<file path="src/rtl/maze_pkg.sv">
// Shared types and widths for the maze map-ROM arbiter slice.
package maze_pkg;
  localparam int ROW_W    = 3;
  localparam int COL_W    = 3;
  localparam int ROW_BITS = 8;

  typedef enum logic [1:0] {
    ST_IDLE  = 2'd0,
    ST_READ  = 2'd1,
    ST_LATCH = 2'd2
  } state_t;
endpackage

</file>
<file path="src/rtl/rr_arb2.sv">
// Two-way round-robin pick: req[0]=A, req[1]=B; last=1 means B was served last.
module rr_arb2 (
  input  logic [1:0] req,
  input  logic       last,
  output logic [1:0] win
);
  always_comb begin
    win = 2'b00;
    case (req)
      2'b01:   win = 2'b01;
      2'b10:   win = 2'b10;
      2'b11:   win = last ? 2'b01 : 2'b10;
      default: win = 2'b00;
    endcase
  end
endmodule

</file>
<file path="src/rtl/maprom_arbiter.sv">
// Shares one registered map ROM between the display scanner (A, whole rows)
// and the move checker (B, single cells). One access per three cycles.
//
// state    | meaning
// ST_IDLE  | pick a winner from pending requests; valid pulses land here
// ST_READ  | rom_en high, winner's gnt pulses
// ST_LATCH | ROM data available, captured at the closing edge
module maprom_arbiter
  import maze_pkg::*;
#(
  parameter bit FAIR = 1'b1
) (
  input  logic                clk,
  input  logic                rst_n,
  input  logic                a_req,
  input  logic [ROW_W-1:0]    a_row,
  output logic                a_gnt,
  output logic                a_valid,
  output logic [ROW_BITS-1:0] a_rowdata,
  input  logic                b_req,
  input  logic [ROW_W-1:0]    b_row,
  input  logic [COL_W-1:0]    b_col,
  output logic                b_gnt,
  output logic                b_valid,
  output logic                b_open,
  output logic                rom_en,
  output logic [ROW_W-1:0]    rom_addr,
  input  logic [ROW_BITS:0]   rom_data
);
  state_t           state, state_nxt;
  logic             serve_b;
  logic             last_b;
  logic [COL_W-1:0] col_q;
  logic [1:0]       rr_win, fixed_win, win;
  logic             take;

  rr_arb2 u_rr_arb2 (
    .req  ({b_req, a_req}),
    .last (last_b),
    .win  (rr_win)
  );

  assign fixed_win = b_req ? 2'b10 : {1'b0, a_req};
  assign win       = FAIR ? rr_win : fixed_win;
  assign take      = (state == ST_IDLE) && (win != 2'b00);

  always_ff @(posedge clk or negedge rst_n) begin
    if (!rst_n) state <= ST_IDLE;
    else        state <= state_nxt;
  end

  always_comb begin
    state_nxt = state;
    rom_en    = 1'b0;
    a_gnt     = 1'b0;
    b_gnt     = 1'b0;
    case (state)
      ST_IDLE:  if (take) state_nxt = ST_READ;
      ST_READ: begin
        rom_en    = 1'b1;
        a_gnt     = !serve_b;
        b_gnt     = serve_b;
        state_nxt = ST_LATCH;
      end
      ST_LATCH: state_nxt = ST_IDLE;
      default:  state_nxt = ST_IDLE;
    endcase
  end

  // Column 0 is the MSB, so bit index 7-col is simply the inverted column.
  always_ff @(posedge clk or negedge rst_n) begin
    if (!rst_n) begin
      serve_b   <= 1'b0;
      last_b    <= 1'b1;
      col_q     <= '0;
      rom_addr  <= '0;
      a_rowdata <= '0;
      b_open    <= 1'b0;
      a_valid   <= 1'b0;
      b_valid   <= 1'b0;
    end else begin
      a_valid <= 1'b0;
      b_valid <= 1'b0;
      if (take) begin
        serve_b  <= win[1];
        last_b   <= win[1];
        rom_addr <= win[1] ? b_row : a_row;
        if (win[1]) col_q <= b_col;
      end
      if (state == ST_LATCH) begin
        if (serve_b) begin
          b_open  <= rom_data[{1'b0, ~col_q}];
          b_valid <= 1'b1;
        end else begin
          a_rowdata <= rom_data[ROW_BITS-1:0];
          a_valid   <= 1'b1;
        end
      end
    end
  end
endmodule

</file>
<file path="config.mk">
export PLATFORM = sky130hd
export DESIGN_NAME = maprom_arbiter
export DESIGN_NICKNAME = d
export VERILOG_FILES = /design/src/rtl/maze_pkg.sv /design/src/rtl/rr_arb2.sv /design/src/rtl/maprom_arbiter.sv
export SDC_FILE = /design/constraint.sdc
export NUM_CORES = 1
export LEC_CHECK = 0
export BUFFER_PORTS_ARGS = -buffer_cell sky130_fd_sc_hd__buf_2
export CORE_MARGIN = 2
export CORE_UTILIZATION = 40
export DETAILED_ROUTE_END_ITERATION = 12
export GPL_TIMING_DRIVEN = 0
export PLACE_DENSITY = 0.73
export RECOVER_POWER = 25
export SLEW_MARGIN = 20
export SYNTH_ARGS = -nofsm -noshare
export SYNTH_HDL_FRONTEND = slang
export SYNTH_SLANG_ARGS = --single-unit
export TNS_END_PERCENT = 5
</file>
<file path="constraint.sdc">
create_clock -name clk -period 1.65 [get_ports clk]
set_input_delay 0.165 -clock clk [delete_from_list [all_inputs] [get_ports clk]]
set_output_delay 0.165 -clock clk [all_outputs]
set_load 0.005 [all_outputs]
</file>
=== Word-level counts from Yosys, hierarchy flattened ===
Index checks and enable logic that the tools add are counted.

* Flip-flop bits (word level): 21
* Bits of input ports: 22
* Output and inout bits: 17

* Order comparisons: 1
* Equal/unequal tests: 6
* Mux-type cells: 14
* Bitwise operators: 2
* Reduce and logical (&&, ||, !) cells: 7

{| class="wikitable"
|+ Operator list
! cell !! number
|-
| $mux 1 || 8
|-
| $eq 2x2->1 const B || 3
|-
| $pmux 2 s3 || 1
|-
| $reduce_and 2->1 || 3
|-
| $lt 3x5->1 const B || 1
|-
| $eq 2x1->1 const B || 2
|-
| $mux 2 || 2
|-
| $pmux 2 s2 || 1
|-
| $bmux 1 s3 || 1
|-
| $mux 3 || 1
|-
| $not 3->3 || 1
|-
| $logic_not 2->1 || 1
|-
| $ne 2x2->1 const B || 1
|-
| $reduce_bool 2->1 || 1
|-
| $logic_and 1x1->1 || 1
|-
| $logic_not 1->1 || 1
|-
| $not 1->1 || 1
|}

=== Depth between registers and ports, before layout ===
* Depth after elaboration: 6
* Depth in mapped cells: 4
* Depth with buffers taken out: 3

=== Modules after synthesis ===
From an unflattened synthesis, not the netlist that was laid out.

* Cell total of the unflattened synthesis: 64
* Area total of the unflattened synthesis: 913.4 µm²

{| class="wikitable"
|+ By module, submodules not included
! module !! instances !! cells each !! area an instance (µm²) !! sequential area each (µm²)
|-
| maprom_arbiter || 1 || 61 || 894.6 || 526.8
|-
| rr_arb2 || 1 || 3 || 18.8 || 0.0
|}

=== Worst setup path after synthesis ===
No wires, ideal clock.

* Kind: flip-flop to flip-flop
* From: register last_b
* To: register col_q[0]
* Setup time: 125 ps
* Arrival time: 1130 ps
* Required time: 1525 ps
* Path slack: 395 ps
* Cell stages (with the launch flop): 5
* Path buffers: 1
* Cell sequence: dfstp_2 > a21boi_2 > and2_1 > clkbuf_2 > mux2_2

* Word-level cells in the longest chain between the ends: 5

{| class="wikitable"
|+ Ends and longest elaborated chain
! item !! line !! source
|-
| from (decl) || maprom_arbiter.sv:32 || <nowiki>logic last_b;</nowiki>
|-
| from (signal assigned) || maprom_arbiter.sv:86 || <nowiki>last_b <= win[1];</nowiki>
|-
| $mux 2 * || rr_arb2.sv:12 || <nowiki>2'b11: win = last ? 2'b01 : 2'b10;</nowiki>
|-
| $pmux 2 s3 * || rr_arb2.sv:9 || <nowiki>case (req)</nowiki>
|-
| $reduce_bool 2->1 || maprom_arbiter.sv:45 || <nowiki>assign take = (state == ST_IDLE) && (win != 2'b00);</nowiki>
|-
| $logic_and 1x1->1 || maprom_arbiter.sv:45 ||
|-
| $reduce_and 2->1 (no line) * || -- ||
|-
| to (signal assigned) || maprom_arbiter.sv:88 || <nowiki>if (win[1]) col_q <= b_col;</nowiki>
|-
| to (decl) || maprom_arbiter.sv:33 || <nowiki>logic [COL_W-1:0] col_q;</nowiki>
|}

Every way passes the cells marked *; elsewhere a longest branch is shown, timed or not.
A chain may end at the register's enable or synchronous reset.

=== Worst setup path in the final report ===
* From: register state[0]
* To: register a_rowdata[6]

* Word-level cells in the longest chain between the ends: 2

{| class="wikitable"
|+ Ends and longest elaborated chain
! item !! line !! source
|-
| from (decl) || maprom_arbiter.sv:30 || <nowiki>state_t state, state_nxt;</nowiki>
|-
| from (signal assigned) || maprom_arbiter.sv:49 || <nowiki>else state <= state_nxt;</nowiki>
|-
| $eq 2x2->1 || maprom_arbiter.sv:90 || <nowiki>if (state == ST_LATCH) begin</nowiki>
|-
| $reduce_and 2->1 (no line) || -- ||
|-
| to (signal assigned) || maprom_arbiter.sv:95 || <nowiki>a_rowdata <= rom_data[ROW_BITS-1:0];</nowiki>
|-
| to (decl) || maprom_arbiter.sv:19 || <nowiki>output logic [ROW_BITS-1:0] a_rowdata,</nowiki>
|}

Every way passes these cells.

==> results.py <==
metrics = {
    "power": {
        "sequentialPowerShare": 0.461,
        "clockPowerShare": 0.118,
        "p_comb_frac": 0.421,
        "leakage_nw": 0.595,
        "peakVddDrop_uv": 1050,
        "cellPowerDensity_nw_per_um2": 1710,
        "internal_power_mw": 1.38,
        "total_power_mw": 1.98,
        "p_sw_frac": 0.303,
        "p_sw_mw": 0.599,
    },
    "floorplanning": {
        "top_level_ports": 39,
        "dieHeight_um": 51.5,
        "num_rows": 17,
        "die_area_sq_um": 2650,
        "start_util": 0.416,
        "coreArea_sq_um": 2170,
        "die_x_um": 51.5,
    },
    "timing": {
        "relSlewSlack": 0.275,
        "fin_crit_sh": 0.824,
        "rsz0062_at_grt": "false",
        "min_period_ps": 1360,
        "fin_setup_tns_ps": 0,
        "hold_violations": 0,
        "setup_viol": 0,
        "max_freq_mhz": 736,
        "worst_slew_pin_slew_ps": 1090,
        "finClkSkew_ps": 5.86,
        "slew_viol_final": 0,
    },
    "setup_path": {
        "crit_path_start": "state[0]",
        "required_ps": 1840,
        "crit_chain": "nor3b_1 > buf_2 > mux2_2",
        "startpoint_type": "register",
        "crit_path_max_fanout": 9,
        "r2r_end": "a_rowdata[6]",
        "critPathArrivalTime_ps": 1550,
        "crit_path_top_delay_cell": "dfrtp_1",
        "r2r_cells": 3,
        "reg2reg_slack_ps": 290,
        "r2r-start": "state[0]",
        "slowest_delay_ps": 420,
        "critical_path_class": "register to register",
        "crit_end": "a_rowdata[6]",
        "worstSetupEndpointType": "register",
    },
    "global_routing": {
        "grt_max_degree": 22,
        "grt_pass1_vias": 614,
        "globalRouteTotalUtil": 0.139,
        "grt_overflow": 0,
        "antenna_found_initial": 0,
        "grt_pass1_wl_mm": 2.65,
    },
    "layout": {
        "area_delta_synth_final_pct": 28.4,
        "fillCellCount": 201,
        "diodes": 0,
        "layout-drive-gt1-share": 0.615,
        "fin_nets": 127,
        "stdcell_count": 132,
        "seqCellArea_sq_um": 527,
        "multi_input_area_sq_um": 348,
        "design_area_sq_um": 1160,
    },
    "yosys": {
        "syn_area_per_cell_sq_um": 14.6,
        "synth.distinct_cells": 19,
        "netlist.area_leader.share": 0.554,
        "syn_nets": 84,
        "synthTopCellsByArea": "dfrtp_1 55%, mux2_2 21%, mux2i_1 4.4%, dfstp_2 2.9%, mux4_2 2.5%",
        "netlist_instances": 62,
        "ys_warn_count": 0,
        "synth_top_area_cell": "dfrtp_1",
        "async_flop_share": 1.00,
        "yosysSeqAreaShare": 0.583,
        "synth-main-ff-cell": "dfrtp_1",
        "yosysMostFrequentCell": "dfrtp_1",
        "synth_common_cells": "20 x dfrtp_1, 17 x mux2_2, 4 x mux2i_1",
        "ys_ff_latch": 21,
        "synth_edf_count": 0,
        "syn_area_sq_um": 903,
    },
    "routing": {
        "vias": 613,
        "antenna_left": 0,
        "drt_iter0_drc": 2,
        "drcViolationCount": 0,
        "vias_per_cell": 4.64,
        "wl_per_cell_um": 11.7,
        "drt-total-wl_mm": 1.55,
        "firstDrtPassIters": 2,
    },
    "clocking": {
        "clock_latency_ps": 300,
        "clock_path_buffers": 2,
        "cts_resized": 0,
        "cts_buffers": 3,
        "ctsRootBufferMaster": "clkbuf_4",
        "htreeDepth": 1,
        "postCtsSetupRepairBufs": 0,
        "cts_tree": "built",
        "path_clk_slew_ps": 110,
        "cts.sink_count": 21,
    },
    "place": {
        "gp_congestion": 0.657,
        "dp.cells": 127,
        "port_buffers": 37,
        "place_hpwl_mm": 1.26,
        "dpl_cell_area_sq_um": 1120,
    },
    "min_path": {
        "hp-class": "input port to register",
    },
    "job": {
        "drv_cap": 0,
    },
    "status": {
        "status": "finished, final reports clean",
    },
}
## metrics by stage
stage | utilization | hold WS [ps] | setup slack, ps
after global routing | 0.535 | 64.1 | 158
final | 0.535 | 87.0 | 291
after global placement | 0.518 | 138 | 323
after CTS | 0.535 | 69.6 | 278
after detailed placement | 0.518 | 148 | 314
after floorplan | - | -131 | 395
## worst min-delay path by stage
stage / start / endpoint / slack [ps] / cells past startpoint
after CTS: b_col[2] / col_q[2] / 70 / 2
after detailed placement: rst_n / rom_addr[2] / 150 / 1
after floorplan: rst_n / a_rowdata[0] / -130 / 0
after global routing: b_col[1] / col_q[1] / 60 / 2
after global placement: rst_n / rom_addr[2] / 140 / 1
final: b_col[2] / col_q[2] / 90 / 2
## cells by family (layout without fill, tap and decap cells)
family / count (synthesis) / after routing / synth area share
flops: 21 / 21 / 0.583
compound gates: 5 / 5 / 0.0443
simple gates: 9 / 9 / 0.0596
mux: 22 / 22 / 0.281
buf+inv: 5 / 47 / 0.0318
## repair_timing
item,4_1_cts,5_1_grt
hold buffers,1,0
setup endpoints to repair,0,0
endpoints found under the hold margin,20,0
## routing by layer
metal / vias to the layer above / global-route usage / wire, um
met4: 0 / 0.0395 / 12
li1: 299 / - / -
met5: - / 0 / 0
met2: 16 / 0.233 / 836
met1: 296 / 0.159 / 596
met3: 2 / 0.0661 / 102
## flip-flops by register name, summed over array words and instances, names as in the netlist
name	flops
a_rowdata	8
a_valid	1
b_open	1
b_valid	1
col_q	3
last_b	1
rom_addr	3
serve_b	1
state	2
## placed cells by master, fill, tap and decap left out
cell           instances
nand3b_1               1
mux2_2                17
mux2i_1                4
clkbuf_2               1
dlygate4sd3_1          1
buf_2                 37
o21ai_2                1
a21boi_2               1
nor3b_1                1
a21o_1                 2
inv_1                  2
clkinv_2               1
nand2_1                1
dfstp_2                1
o21ai_1                1
clkbuf_4               3
dfrtp_1               20
nor2_1                 1
nor2b_1                3
buf_6                  1
clkbuf_1               1
and2_1                 2
mux4_2                 1
## worst max-delay path: cells and delay by family (launching register included)
family        cells  cell delay, ps
mux               1             360
flops             1             420
simple gates      1             210
buf+inv           1             250
## power groups by stage
stage	Sequential, mW	Clock [mW]	Combinational (mW)
2_1_floorplan	0.930	0	0.537
3_3_place_gp	0.913	0	0.832
3_5_place_dp	0.929	0	0.850
4_1_cts	0.916	0.256	0.856
5_1_grt	0.949	0.275	0.930
6_report	0.913	0.233	0.834
## area by class of cell
class / instances / share of cell area
sequential: 21 / 0.454
multi-input combinational: 36 / 0.300
timing repair buffer: 38 / 0.167
tap: 28 / 0.0302
clock buffer: 3 / 0.0194
buffer: 3 / 0.0183
inverter: 2 / 0.00647
clock inverter: 1 / 0.00432
Note: power is estimated with default switching activity, not from simulation.
